$ cat src/rtl/mem_port_arbiter_pkg.sv
// Shared types for the unified memory port arbiter.
// Optional build macro: MEM_ARB_PERF_EN (stall counters).
package mem_arb_pkg;

  typedef enum logic {
    ARB_IDLE,
    ARB_WAIT
  } arb_state_t;

  typedef enum logic {
    OWNER_IF,
    OWNER_D
  } arb_owner_t;

endpackage

$ cat src/rtl/mem_port_arbiter_if.sv
// Fetch, data and memory-side signals of the port arbiter.
// slave = arbiter side, master = requesters/memory side.
interface mem_port_arbiter_if #(
  parameter int ADDR_W = 32,
  parameter int DATA_W = 32
);
  localparam int BE_W = DATA_W / 8;

  logic              if_req;
  logic [ADDR_W-1:0] if_addr;
  logic              if_gnt;
  logic              if_rvalid;
  logic [DATA_W-1:0] if_rdata;

  logic              d_req;
  logic              d_we;
  logic [ADDR_W-1:0] d_addr;
  logic [DATA_W-1:0] d_wdata;
  logic [BE_W-1:0]   d_be;
  logic              d_gnt;
  logic              d_rvalid;
  logic [DATA_W-1:0] d_rdata;

  logic              mem_en;
  logic              mem_we;
  logic [ADDR_W-1:0] mem_addr;
  logic [DATA_W-1:0] mem_wdata;
  logic [BE_W-1:0]   mem_be;
  logic [DATA_W-1:0] mem_rdata;

  logic [31:0]       perf_if_stall;
  logic [31:0]       perf_d_stall;

  modport slave (
    input  if_req, if_addr,
    input  d_req, d_we, d_addr, d_wdata, d_be,
    input  mem_rdata,
    output if_gnt, if_rvalid, if_rdata,
    output d_gnt, d_rvalid, d_rdata,
    output mem_en, mem_we, mem_addr,
    output mem_wdata, mem_be,
    output perf_if_stall, perf_d_stall
  );

  modport master (
    output if_req, if_addr,
    output d_req, d_we, d_addr, d_wdata, d_be,
    output mem_rdata,
    input  if_gnt, if_rvalid, if_rdata,
    input  d_gnt, d_rvalid, d_rdata,
    input  mem_en, mem_we, mem_addr,
    input  mem_wdata, mem_be,
    input  perf_if_stall, perf_d_stall
  );
endinterface

$ cat src/rtl/mem_port_arbiter_pick.sv
// Winner select: D first, IF when the starvation guard trips.
// Pure combinational; the caller gates it with the grant window.
module mem_arb_pick (
  input  logic if_req,
  input  logic d_req,
  input  logic starve_ok,
  output logic grant_if,
  output logic grant_d
);

  // priority with starvation override
  always_comb begin
    grant_if = 1'b0;
    grant_d  = 1'b0;
    unique case (1'b1)
      (if_req && d_req): begin
        grant_if = starve_ok;
        grant_d  = !starve_ok;
      end
      (if_req && !d_req): grant_if = 1'b1;
      (!if_req && d_req): grant_d  = 1'b1;
      default: ;
    endcase
  end

endmodule

$ cat src/rtl/mem_port_arbiter.sv
// Fixed-latency unified memory port shared by fetch and load/store.
// Define MEM_ARB_PERF_EN to build the IF/D stall counters.
module mem_port_arbiter
  import mem_arb_pkg::*;
#(
  parameter int ADDR_W       = 32,
  parameter int DATA_W       = 32,
  parameter int MEM_LATENCY  = 1,
  parameter int STARVE_LIMIT = 4
) (
  input  logic              clk,
  input  logic              rst,
  mem_port_arbiter_if.slave bus
);

  localparam int CW   = $clog2(MEM_LATENCY + 1);
  localparam int SW   = $clog2(STARVE_LIMIT + 1);
  localparam int BE_W = DATA_W / 8;

  localparam logic [CW-1:0] LAT_C = CW'(MEM_LATENCY);
  localparam logic [SW-1:0] LIM_C = SW'(STARVE_LIMIT);

  arb_state_t    state_q, state_d;
  arb_owner_t    owner_q, owner_d;
  logic [CW-1:0] cnt_q, cnt_d;
  logic [SW-1:0] starve_q, starve_d;
  logic          st_q, st_d;

  logic done, win, starve_ok;
  logic pick_if, pick_d;
  logic gnt_if, gnt_d;
  logic rv, rv_if, rv_d;

  logic [ADDR_W-1:0] addr_m;
  logic [DATA_W-1:0] wdata_m;
  logic [BE_W-1:0]   be_m;

  assign done      = (state_q == ARB_WAIT) && (cnt_q == LAT_C);
  assign win       = !rst && ((state_q == ARB_IDLE) || done);
  assign starve_ok = (starve_q >= LIM_C);

  mem_arb_pick u_pick (
    .if_req    (bus.if_req),
    .d_req     (bus.d_req),
    .starve_ok (starve_ok),
    .grant_if  (pick_if),
    .grant_d   (pick_d)
  );

  assign gnt_if = win && pick_if;
  assign gnt_d  = win && pick_d;

  assign rv    = !rst && done;
  assign rv_if = rv && (owner_q == OWNER_IF);
  assign rv_d  = rv && (owner_q == OWNER_D);

  // memory-side payload from the winner only
  always_comb begin
    addr_m  = '0;
    wdata_m = '0;
    be_m    = '0;
    unique case (1'b1)
      gnt_d: begin
        addr_m  = bus.d_addr;
        wdata_m = bus.d_wdata;
        be_m    = bus.d_be;
      end
      gnt_if: addr_m = bus.if_addr;
      default: ;
    endcase
  end

  assign bus.if_gnt    = gnt_if;
  assign bus.d_gnt     = gnt_d;
  assign bus.mem_en    = gnt_if || gnt_d;
  assign bus.mem_we    = gnt_d && bus.d_we;
  assign bus.mem_addr  = addr_m;
  assign bus.mem_wdata = wdata_m;
  assign bus.mem_be    = be_m;

  assign bus.if_rvalid = rv_if;
  assign bus.d_rvalid  = rv_d;
  assign bus.if_rdata  = rv_if ? bus.mem_rdata : '0;
  assign bus.d_rdata   = (rv_d && !st_q) ? bus.mem_rdata : '0;

  // next state, latency counter and starvation guard
  always_comb begin
    state_d  = state_q;
    owner_d  = owner_q;
    cnt_d    = cnt_q;
    st_d     = st_q;
    starve_d = starve_q;
    if (gnt_if || gnt_d) begin
      state_d = ARB_WAIT;
      cnt_d   = CW'(1);
      owner_d = gnt_d ? OWNER_D : OWNER_IF;
      st_d    = gnt_d && bus.d_we;
    end else if (done) begin
      state_d = ARB_IDLE;
    end else if (state_q == ARB_WAIT) begin
      cnt_d = cnt_q + CW'(1);
    end
    if (gnt_if) begin
      starve_d = '0;
    end else if (gnt_d && bus.if_req && !starve_ok) begin
      starve_d = starve_q + SW'(1);
    end
  end

  // state registers
  always_ff @(posedge clk) begin
    if (rst) begin
      state_q  <= ARB_IDLE;
      owner_q  <= OWNER_IF;
      cnt_q    <= '0;
      st_q     <= 1'b0;
      starve_q <= '0;
    end else begin
      state_q  <= state_d;
      owner_q  <= owner_d;
      cnt_q    <= cnt_d;
      st_q     <= st_d;
      starve_q <= starve_d;
    end
  end

`ifdef MEM_ARB_PERF_EN
  logic [31:0] pif_q, pd_q;

  // stall counters, wrapping
  always_ff @(posedge clk) begin
    if (rst) begin
      pif_q <= '0;
      pd_q  <= '0;
    end else begin
      pif_q <= pif_q + {31'b0, bus.if_req && !gnt_if};
      pd_q  <= pd_q + {31'b0, bus.d_req && !gnt_d};
    end
  end

  assign bus.perf_if_stall = rst ? 32'd0 : pif_q;
  assign bus.perf_d_stall  = rst ? 32'd0 : pd_q;
`else
  assign bus.perf_if_stall = 32'd0;
  assign bus.perf_d_stall  = 32'd0;
`endif

endmodule

$ cat src/flat_wrapper.sv
// flat-port wrapper written by rule: the top's interface ports become plain ports
module mem_port_arbiter_flat import mem_arb_pkg::*;
#(
  parameter int ADDR_W       = 32,
  parameter int DATA_W       = 32,
  parameter int MEM_LATENCY  = 1,
  parameter int STARVE_LIMIT = 4
)
  (clk, rst, bus_if_req, bus_if_addr, bus_d_req, bus_d_we, bus_d_addr, bus_d_wdata, bus_d_be, bus_mem_rdata, bus_if_gnt, bus_if_rvalid, bus_if_rdata, bus_d_gnt, bus_d_rvalid, bus_d_rdata, bus_mem_en, bus_mem_we, bus_mem_addr, bus_mem_wdata, bus_mem_be, bus_perf_if_stall, bus_perf_d_stall);
  mem_port_arbiter_if #(.ADDR_W(ADDR_W), .DATA_W(DATA_W)) bus_i ();
  input  logic clk;
  input  logic rst;
  input wire logic [$bits(bus_i.if_req)-1:0] bus_if_req;
  input wire logic [$bits(bus_i.if_addr)-1:0] bus_if_addr;
  input wire logic [$bits(bus_i.d_req)-1:0] bus_d_req;
  input wire logic [$bits(bus_i.d_we)-1:0] bus_d_we;
  input wire logic [$bits(bus_i.d_addr)-1:0] bus_d_addr;
  input wire logic [$bits(bus_i.d_wdata)-1:0] bus_d_wdata;
  input wire logic [$bits(bus_i.d_be)-1:0] bus_d_be;
  input wire logic [$bits(bus_i.mem_rdata)-1:0] bus_mem_rdata;
  output wire logic [$bits(bus_i.if_gnt)-1:0] bus_if_gnt;
  output wire logic [$bits(bus_i.if_rvalid)-1:0] bus_if_rvalid;
  output wire logic [$bits(bus_i.if_rdata)-1:0] bus_if_rdata;
  output wire logic [$bits(bus_i.d_gnt)-1:0] bus_d_gnt;
  output wire logic [$bits(bus_i.d_rvalid)-1:0] bus_d_rvalid;
  output wire logic [$bits(bus_i.d_rdata)-1:0] bus_d_rdata;
  output wire logic [$bits(bus_i.mem_en)-1:0] bus_mem_en;
  output wire logic [$bits(bus_i.mem_we)-1:0] bus_mem_we;
  output wire logic [$bits(bus_i.mem_addr)-1:0] bus_mem_addr;
  output wire logic [$bits(bus_i.mem_wdata)-1:0] bus_mem_wdata;
  output wire logic [$bits(bus_i.mem_be)-1:0] bus_mem_be;
  output wire logic [$bits(bus_i.perf_if_stall)-1:0] bus_perf_if_stall;
  output wire logic [$bits(bus_i.perf_d_stall)-1:0] bus_perf_d_stall;
  assign bus_i.if_req = bus_if_req;
  assign bus_i.if_addr = bus_if_addr;
  assign bus_i.d_req = bus_d_req;
  assign bus_i.d_we = bus_d_we;
  assign bus_i.d_addr = bus_d_addr;
  assign bus_i.d_wdata = bus_d_wdata;
  assign bus_i.d_be = bus_d_be;
  assign bus_i.mem_rdata = bus_mem_rdata;
  assign bus_if_gnt = bus_i.if_gnt;
  assign bus_if_rvalid = bus_i.if_rvalid;
  assign bus_if_rdata = bus_i.if_rdata;
  assign bus_d_gnt = bus_i.d_gnt;
  assign bus_d_rvalid = bus_i.d_rvalid;
  assign bus_d_rdata = bus_i.d_rdata;
  assign bus_mem_en = bus_i.mem_en;
  assign bus_mem_we = bus_i.mem_we;
  assign bus_mem_addr = bus_i.mem_addr;
  assign bus_mem_wdata = bus_i.mem_wdata;
  assign bus_mem_be = bus_i.mem_be;
  assign bus_perf_if_stall = bus_i.perf_if_stall;
  assign bus_perf_d_stall = bus_i.perf_d_stall;
  mem_port_arbiter #(.ADDR_W(ADDR_W), .DATA_W(DATA_W), .MEM_LATENCY(MEM_LATENCY), .STARVE_LIMIT(STARVE_LIMIT)) u_core (.clk(clk), .rst(rst), .bus(bus_i));
endmodule
$ cat config.mk
export PLATFORM = sky130hd
export DESIGN_NAME = mem_port_arbiter_flat
export DESIGN_NICKNAME = d
export VERILOG_FILES = /design/src/rtl/mem_port_arbiter_pkg.sv /design/src/rtl/mem_port_arbiter_if.sv /design/src/rtl/mem_port_arbiter_pick.sv /design/src/rtl/mem_port_arbiter.sv /design/src/flat_wrapper.sv
export SDC_FILE = /design/constraint.sdc
export NUM_CORES = 1
export LEC_CHECK = 0
export ABC_AREA = 1
export CAP_MARGIN = 20
export CORE_AREA = 5 5 128 130
export DETAILED_ROUTE_END_ITERATION = 8
export DIE_AREA = 0 0 133 135
export DONT_BUFFER_PORTS = 1
export HOLD_SLACK_MARGIN = 0.06
export PLACE_DENSITY = 0.3
export RECOVER_POWER = 25
export SLEW_MARGIN = 20
export SYNTH_ARGS = -nofsm -noshare
export SYNTH_HDL_FRONTEND = slang
export SYNTH_SLANG_ARGS = --single-unit
$ cat constraint.sdc
create_clock -name clk -period 3.4 [get_ports clk]
set_clock_uncertainty 0.1 [all_clocks]
set_input_delay 0.68 -clock clk [delete_from_list [all_inputs] [get_ports clk]]
set_output_delay 0.68 -clock clk [all_outputs]
set_load 0.1 [all_outputs]
==> results of run 1 <==
Yosys cell counts, drive strengths merged:
cell type,n,share of area (%)
a21oi,5,1.4
nor2,102,19
a31oi,1,0.31
nand3,5,1.3
nand3b,1,0.38
dfxtp,7,7.0
buf,80,31
ha,2,1.3
nor3,1,0.50
conb,1,0.19
nand2,103,20
o211ai,1,0.38
nor4,1,0.31
o21ai,4,1.0
inv,85,16
through the flow:
step | hold WS, ns | power (µW) | worst slack, ns | utilization [%] | instance area [µm²]
floorplan | 0.329 | 1020 | 0.163 | - | 2240
global placement | 0.338 | 1190 | 0.800 | 25.1 | 3780
detailed placement | 0.358 | 1190 | 0.754 | 25.1 | 3780
CTS | 0.363 | 1400 | 0.725 | 25.7 | 3860
global route | 0.398 | 1420 | 0.286 | 25.1 | 3770
finish | 0.357 | 1380 | 0.371 | 25.1 | 3770
final cells by class:
type	count	area, µm²	share of cell area (%)
repair buffers	140	1580	42.0
well taps	188	235	6.23
inverters	85	319	8.45
clock buffers	4	78.8	2.09
flip-flops and latches	7	140	3.71
multi-input cells	290	1420	37.5
path summary, 6_finish.rpt:
path         slack (ns)          endpoint         start  depth (start not counted)
max                0.37  bus_if_rdata[20]           rst                          5
max reg2reg        1.65    u_core.owner_q  u_core.cnt_q                          7
min                0.36       u_core.st_q   u_core.st_q                          2
min reg2reg        0.36       u_core.st_q   u_core.st_q                          2
registers in the layout (all words and copies together), names as in the netlist:
| signal | cells |
|---|---|
| u_core.owner_q | 1 |
| u_core.st_q | 1 |
| u_core.state_q | 1 |
| u_core.cnt_q | 1 |
| u_core.starve_q | 3 |
cells by family after synthesis:
group | count (synthesis) | synth area share (%)
simple gates | 213 | 41.3
other cells | 1 | 0.188
fa+ha+maj | 2 | 1.25
flops | 7 | 7.01
buf+inv | 165 | 47.1
compound gates | 11 | 3.13
power by group:
group / total (µW) / internal [µW] / switching, µW
clock network: 202 / 156 / 46.1
logic: 1090 / 176 / 910
registers: 89.1 / 87.2 / 1.90
cells in the final DEF, fill, tap and decap left out:
| cell type | count |
|---|---|
| ha_1 | 2 |
| a21oi_2 | 1 |
| a21oi_1 | 4 |
| dfxtp_1 | 7 |
| o211ai_1 | 1 |
| buf_4 | 66 |
| conb_1 | 64 |
| clkbuf_1 | 15 |
| inv_1 | 82 |
| nand3_1 | 5 |
| clkbuf_2 | 11 |
| clkbuf_16 | 3 |
| buf_12 | 49 |
| nand3b_1 | 1 |
| nor3_2 | 1 |
| inv_2 | 3 |
| o21ai_0 | 4 |
| nor2_1 | 2 |
| nand2_2 | 2 |
| a31oi_1 | 1 |
| nor2_2 | 100 |
| nand2_1 | 101 |
| nor4_4 | 1 |
per-layer routing:
layer | track usage [%] | up-vias | routed length, µm
met5 | 0 | - | 0
met4 | 2.14 | 0 | 70
met3 | 2.38 | 5 | 954
met2 | 16.6 | 189 | 4840
met1 | 8.40 | 1018 | 2740
li1 | - | 1245 | -
worst max-delay path, stage by stage:
cell,delay [ns]
nor3_2,0.20
nand2_2,0.05
buf_4,0.28
nor2_2,0.13
clkbuf_1,0.88
==> results.md, run 1 <==
* CP endpoint kind: output port
* Sink Count at 7
* CTS Buf Count at 3
* Hold Path Class: flip-flop to flip-flop
* Post-DRT Antenna Nets at 0
* Power Density at 365 nW/µm²
* Final period util at 89.1%
* Htree depth at 1
* Crit path max fanout at 33
* N_diodes at 0
* Leakage power at 0.00210 µW
* Placer Congestion at 0.769
* Clk root buf: clkbuf_16
* First-pass GRT wire length at 12400 µm
* DIE WIDTH at 133 µm
* Global router's overall resource usage at 8.34%
* IO Pins at 339
* Via count at 2457
* Routed wire length at 8610 µm
* Fin crit period at 3.03 ns
* WS Path Type: input port to output port
* Filler cells at 1661
* Post-CTS setup buffers at 0
* Ratio of cells with drive above 1 in the final layout at 45.1%
* CTS tree: done
* FP Rows at 45
* Max-slew headroom at 19.3%
* Status: completed
* Port buffer count at 0
* Skew-Pair Late Insertion Delay at 0.23 ns
* Synthesized netlist cell count at 399
* Ys Warns at 0
* DIE AREA at 18000 µm²
* Die height at 135 µm
* CTS Buffer Depth at 2
* Area Growth Syn to Fin at 88.7%
* Setup_tns at 0 ns
* Synth Cell Area at 2000 µm²
* DR iter-0 viols at 37
* Post-synthesis cell type count at 20
* Synthesized area per cell at 5.01 µm²
* Largest net degree at the start of global routing at 38
* Hold-fix buffers at CTS at 0
* Slew Limit Fails at 0
* Data required time at the worst endpoint at 2.62 ns
* Clk slew on worst S/H paths at 0.04 ns
* NumNets Final at 666
* Drt pass-1 iters at 4
* Worst VDD drop at 0.136 mV
* Routed length per placed instance at 12.1 µm
* Initial antenna violation count at 0
* Maximum clock frequency at 330 MHz
* Gr ovfl total at 0
* Fin cells at 714
* Critical path startpoint category: input port
* Cts repair resizes at 0
* Sequential share of the synthesized area at 7.01%
* Vias in the first global route at 2382
* Critical path arrival at 2.25 ns
* Post-DP HPWL at 7830 µm
* Final hold vios at 0
* # DRC at 0
* Worst Tran Pin Value at 1.22 ns
* Initial Util at 13.3%
* Core area at 15000 µm²
* Max-cap violations at 0
* Via density at 3.44
* Unrepaired setup endpoints after global routing: no
* Yosys reg bits at 7
* Post-Place Cells at 710
* Final setup vio count at 0
(Power assumes the default switching activity.)
==> inputs of run 2 (changes only) <==
--- a/config.mk
+++ b/config.mk
@@ -14,7 +14,9 @@
 export HOLD_SLACK_MARGIN = 0.06
 export PLACE_DENSITY = 0.3
 export RECOVER_POWER = 25
+export REMOVE_ABC_BUFFERS = 1
 export SLEW_MARGIN = 20
 export SYNTH_ARGS = -nofsm -noshare
 export SYNTH_HDL_FRONTEND = slang
 export SYNTH_SLANG_ARGS = --single-unit
+export TNS_END_PERCENT = 5
==> run 2 against run 1 <==
  * Clock power is 2% lower
  * Clock-buffer cell count is the same
  * Final cell count unchanged
  * Routed wire length up 1.4%
  * Worst hold slack got worse by 0.0061 ns
  * Critical endpoint is now bus_if_rdata[1]
==> results.md, run 2 (synthesized netlist as in run 1, its figures left out) <==
* Die height at 135 µm (unchanged)
* Hold Path Class: flip-flop to flip-flop
* First-pass GRT wire length at 12500 µm (+1.5%)
* Post-DP HPWL at 7980 µm (+1.9%)
* Crit path max fanout at 33 (unchanged)
* Initial Util at 13.3% (unchanged)
* Port buffer count at 0 (unchanged)
* NumNets Final at 666 (unchanged)
* IO Pins at 339 (unchanged)
* CTS Buffer Depth at 2 (unchanged)
* Via count at 2544 (+3.5%)
* CTS Buf Count at 3 (unchanged)
* Clk slew on worst S/H paths at 0.04 ns (about the same)
* Status: completed
* Placer Congestion at 0.716 (-7.0%)
* Final core utilization at 23.6% (-1.5 points)
* Leakage power at 0.00202 µW (-4.1%)
* Most common cell after layout, fill and taps aside: nand2_1
* Area Growth Syn to Fin at 77.3%
* Gr ovfl total at 0 (unchanged)
* Max-cap violations at 0 (unchanged)
* FP Rows at 45 (unchanged)
* Data required time at the worst endpoint at 2.62 ns (about the same)
* Slowest CP cell: clkbuf_1
* Final period util at 89.4% (+0.32 points)
* Power Density at 384 nW/µm² (+5.3%)
* Maximum clock frequency at 329 MHz (-0.36%)
* Final hold vios at 0 (unchanged)
* Core area at 15000 µm² (unchanged)
* Critical path arrival at 2.26 ns (about the same)
* Pre-CTS setup slack at 0.760 ns (+0.00608 ns)
* Sink Count at 7 (unchanged)
* Routed length per placed instance at 12.2 µm (+1.4%)
* Crit path cell chain: nor3_2 > nand2_2 > buf_4 > nor2_2 > clkbuf_1
* Most flop-heavy register: u_core.starve_q
* Worst VDD drop at 0.164 mV (+21%)
* DR iter-0 viols at 29 (-22%)
* CP top delay family: buffers and inverters
* Worst Tran Pin Value at 1.19 ns (-0.0269 ns)
* Sw Ratio at 69.9% (+0.32 points)
* Cts repair resizes at 0 (unchanged)
* Post-DRT Antenna Nets at 0 (unchanged)
* Cell Int Power at 410 µW (-2.1%)
* Reg power frac at 6.6% (about the same)
* Skew-Pair Late Insertion Delay at 0.23 ns (about the same)
* Slew Limit Fails at 0 (unchanged)
* Fin crit period at 3.04 ns (+0.0109 ns)
* N_diodes at 0 (unchanged)
* Global router's overall resource usage at 8.28% (-0.061 points)
* CP endpoint kind: output port
* Max-slew headroom at 21.1% (+1.8 points)
* CTS tree: done
* Max reg flops at 3 (unchanged)
* Largest net degree at the start of global routing at 37 (-2.6%)
* WS Path Type: input port to output port
* Post-CTS setup buffers at 0 (unchanged)
* # DRC at 0 (unchanged)
* Initial antenna violation count at 0 (unchanged)
* Drt pass-1 iters at 4 (unchanged)
* WP buf/inv at 2 (unchanged)
* Clock power frac at 14.4% (-0.3 points)
* Placed cell area at 3580 µm² (-5.3%)
* Unrepaired setup endpoints after global routing: no
* Setup_tns at 0 ns (unchanged)
* Ratio of cells with drive above 1 in the final layout at 42.6% (-2.5 points)
* Vias in the first global route at 2490 (+4.5%)
* Htree depth at 1 (unchanged)
* Design Area, Final at 3550 µm² (-6.0%)
* DIE WIDTH at 133 µm (unchanged)
* Switching Power at 952 µW (-0.64%)
* Critical path startpoint category: input port
* Worst setup margin at 0.360 ns (-0.0109 ns)
* Clk root buf: clkbuf_16
* Hold-fix buffers at CTS at 0 (unchanged)
* DIE AREA at 18000 µm² (unchanged)
* Routed wire length at 8730 µm (+1.4%)
* Final setup vio count at 0 (unchanged)
* Combinational share of power at 79.0% (+0.2 points)
* Via density at 3.56 (+3.5%)
* Commonest cells after routing, fill and taps aside: 101 x nand2_1, 100 x nor2_2, 82 x inv_1
* Worst stage delay on the critical path at 0.88 ns (about the same)
==> run 2: cell type report <==
type,count,area [µm²]
Fill cell,1724,11500
Timing Repair Buffer,140,1370
Clock buffer,4,78.8
Multi-Input combinational cell,290,1400
Sequential cell,7,140
Inverter,85,319
Tap cell,188,235
==> run 2: worst paths after layout <==
path                start            endpoint  slack (ns)  cells past startpoint
max                   rst     bus_if_rdata[1]        0.36                      5
min           u_core.st_q         u_core.st_q        0.35                      2
max reg2reg  u_core.cnt_q  u_core.starve_q[2]        2.11                      7
min reg2reg   u_core.st_q         u_core.st_q        0.35                      2
==> run 2: per-stage QoR <==
stage,hold WS [ns],total power (µW),cells
finish,0.351,1360,714
global route,0.375,1410,714
CTS,0.354,1380,714
detailed placement,0.344,1180,710
global placement,0.339,1180,710
floorplan,0.329,945,382
==> run 2: worst register-to-register path, stage by stage, from the launching register on <==
cell     delay (ns)
dfxtp_1        0.29
inv_1          0.11
nand2_1        0.11
nand2_1        0.11
inv_1          0.12
nand2_1        0.11
nand2_1        0.10
a21oi_1        0.17
==> run 2: routing by layer <==
metal	up-vias	track usage, %	wire (µm)
met5	-	0	0
met4	0	1.62	89
met3	6	2.83	1120
met2	205	16.8	4820
met1	1090	8.07	2700
li1	1243	-	-
==> run 2: power groups by stage <==
stage / logic, µW / registers [µW] / clock network, µW
after detailed placement: 1090 / 90.7 / 0
final: 1080 / 89.5 / 197
after global placement: 1090 / 90.5 / 0
after CTS: 1090 / 89.5 / 201
after floorplan: 855 / 90.1 / 0
after global routing: 1110 / 90.0 / 208
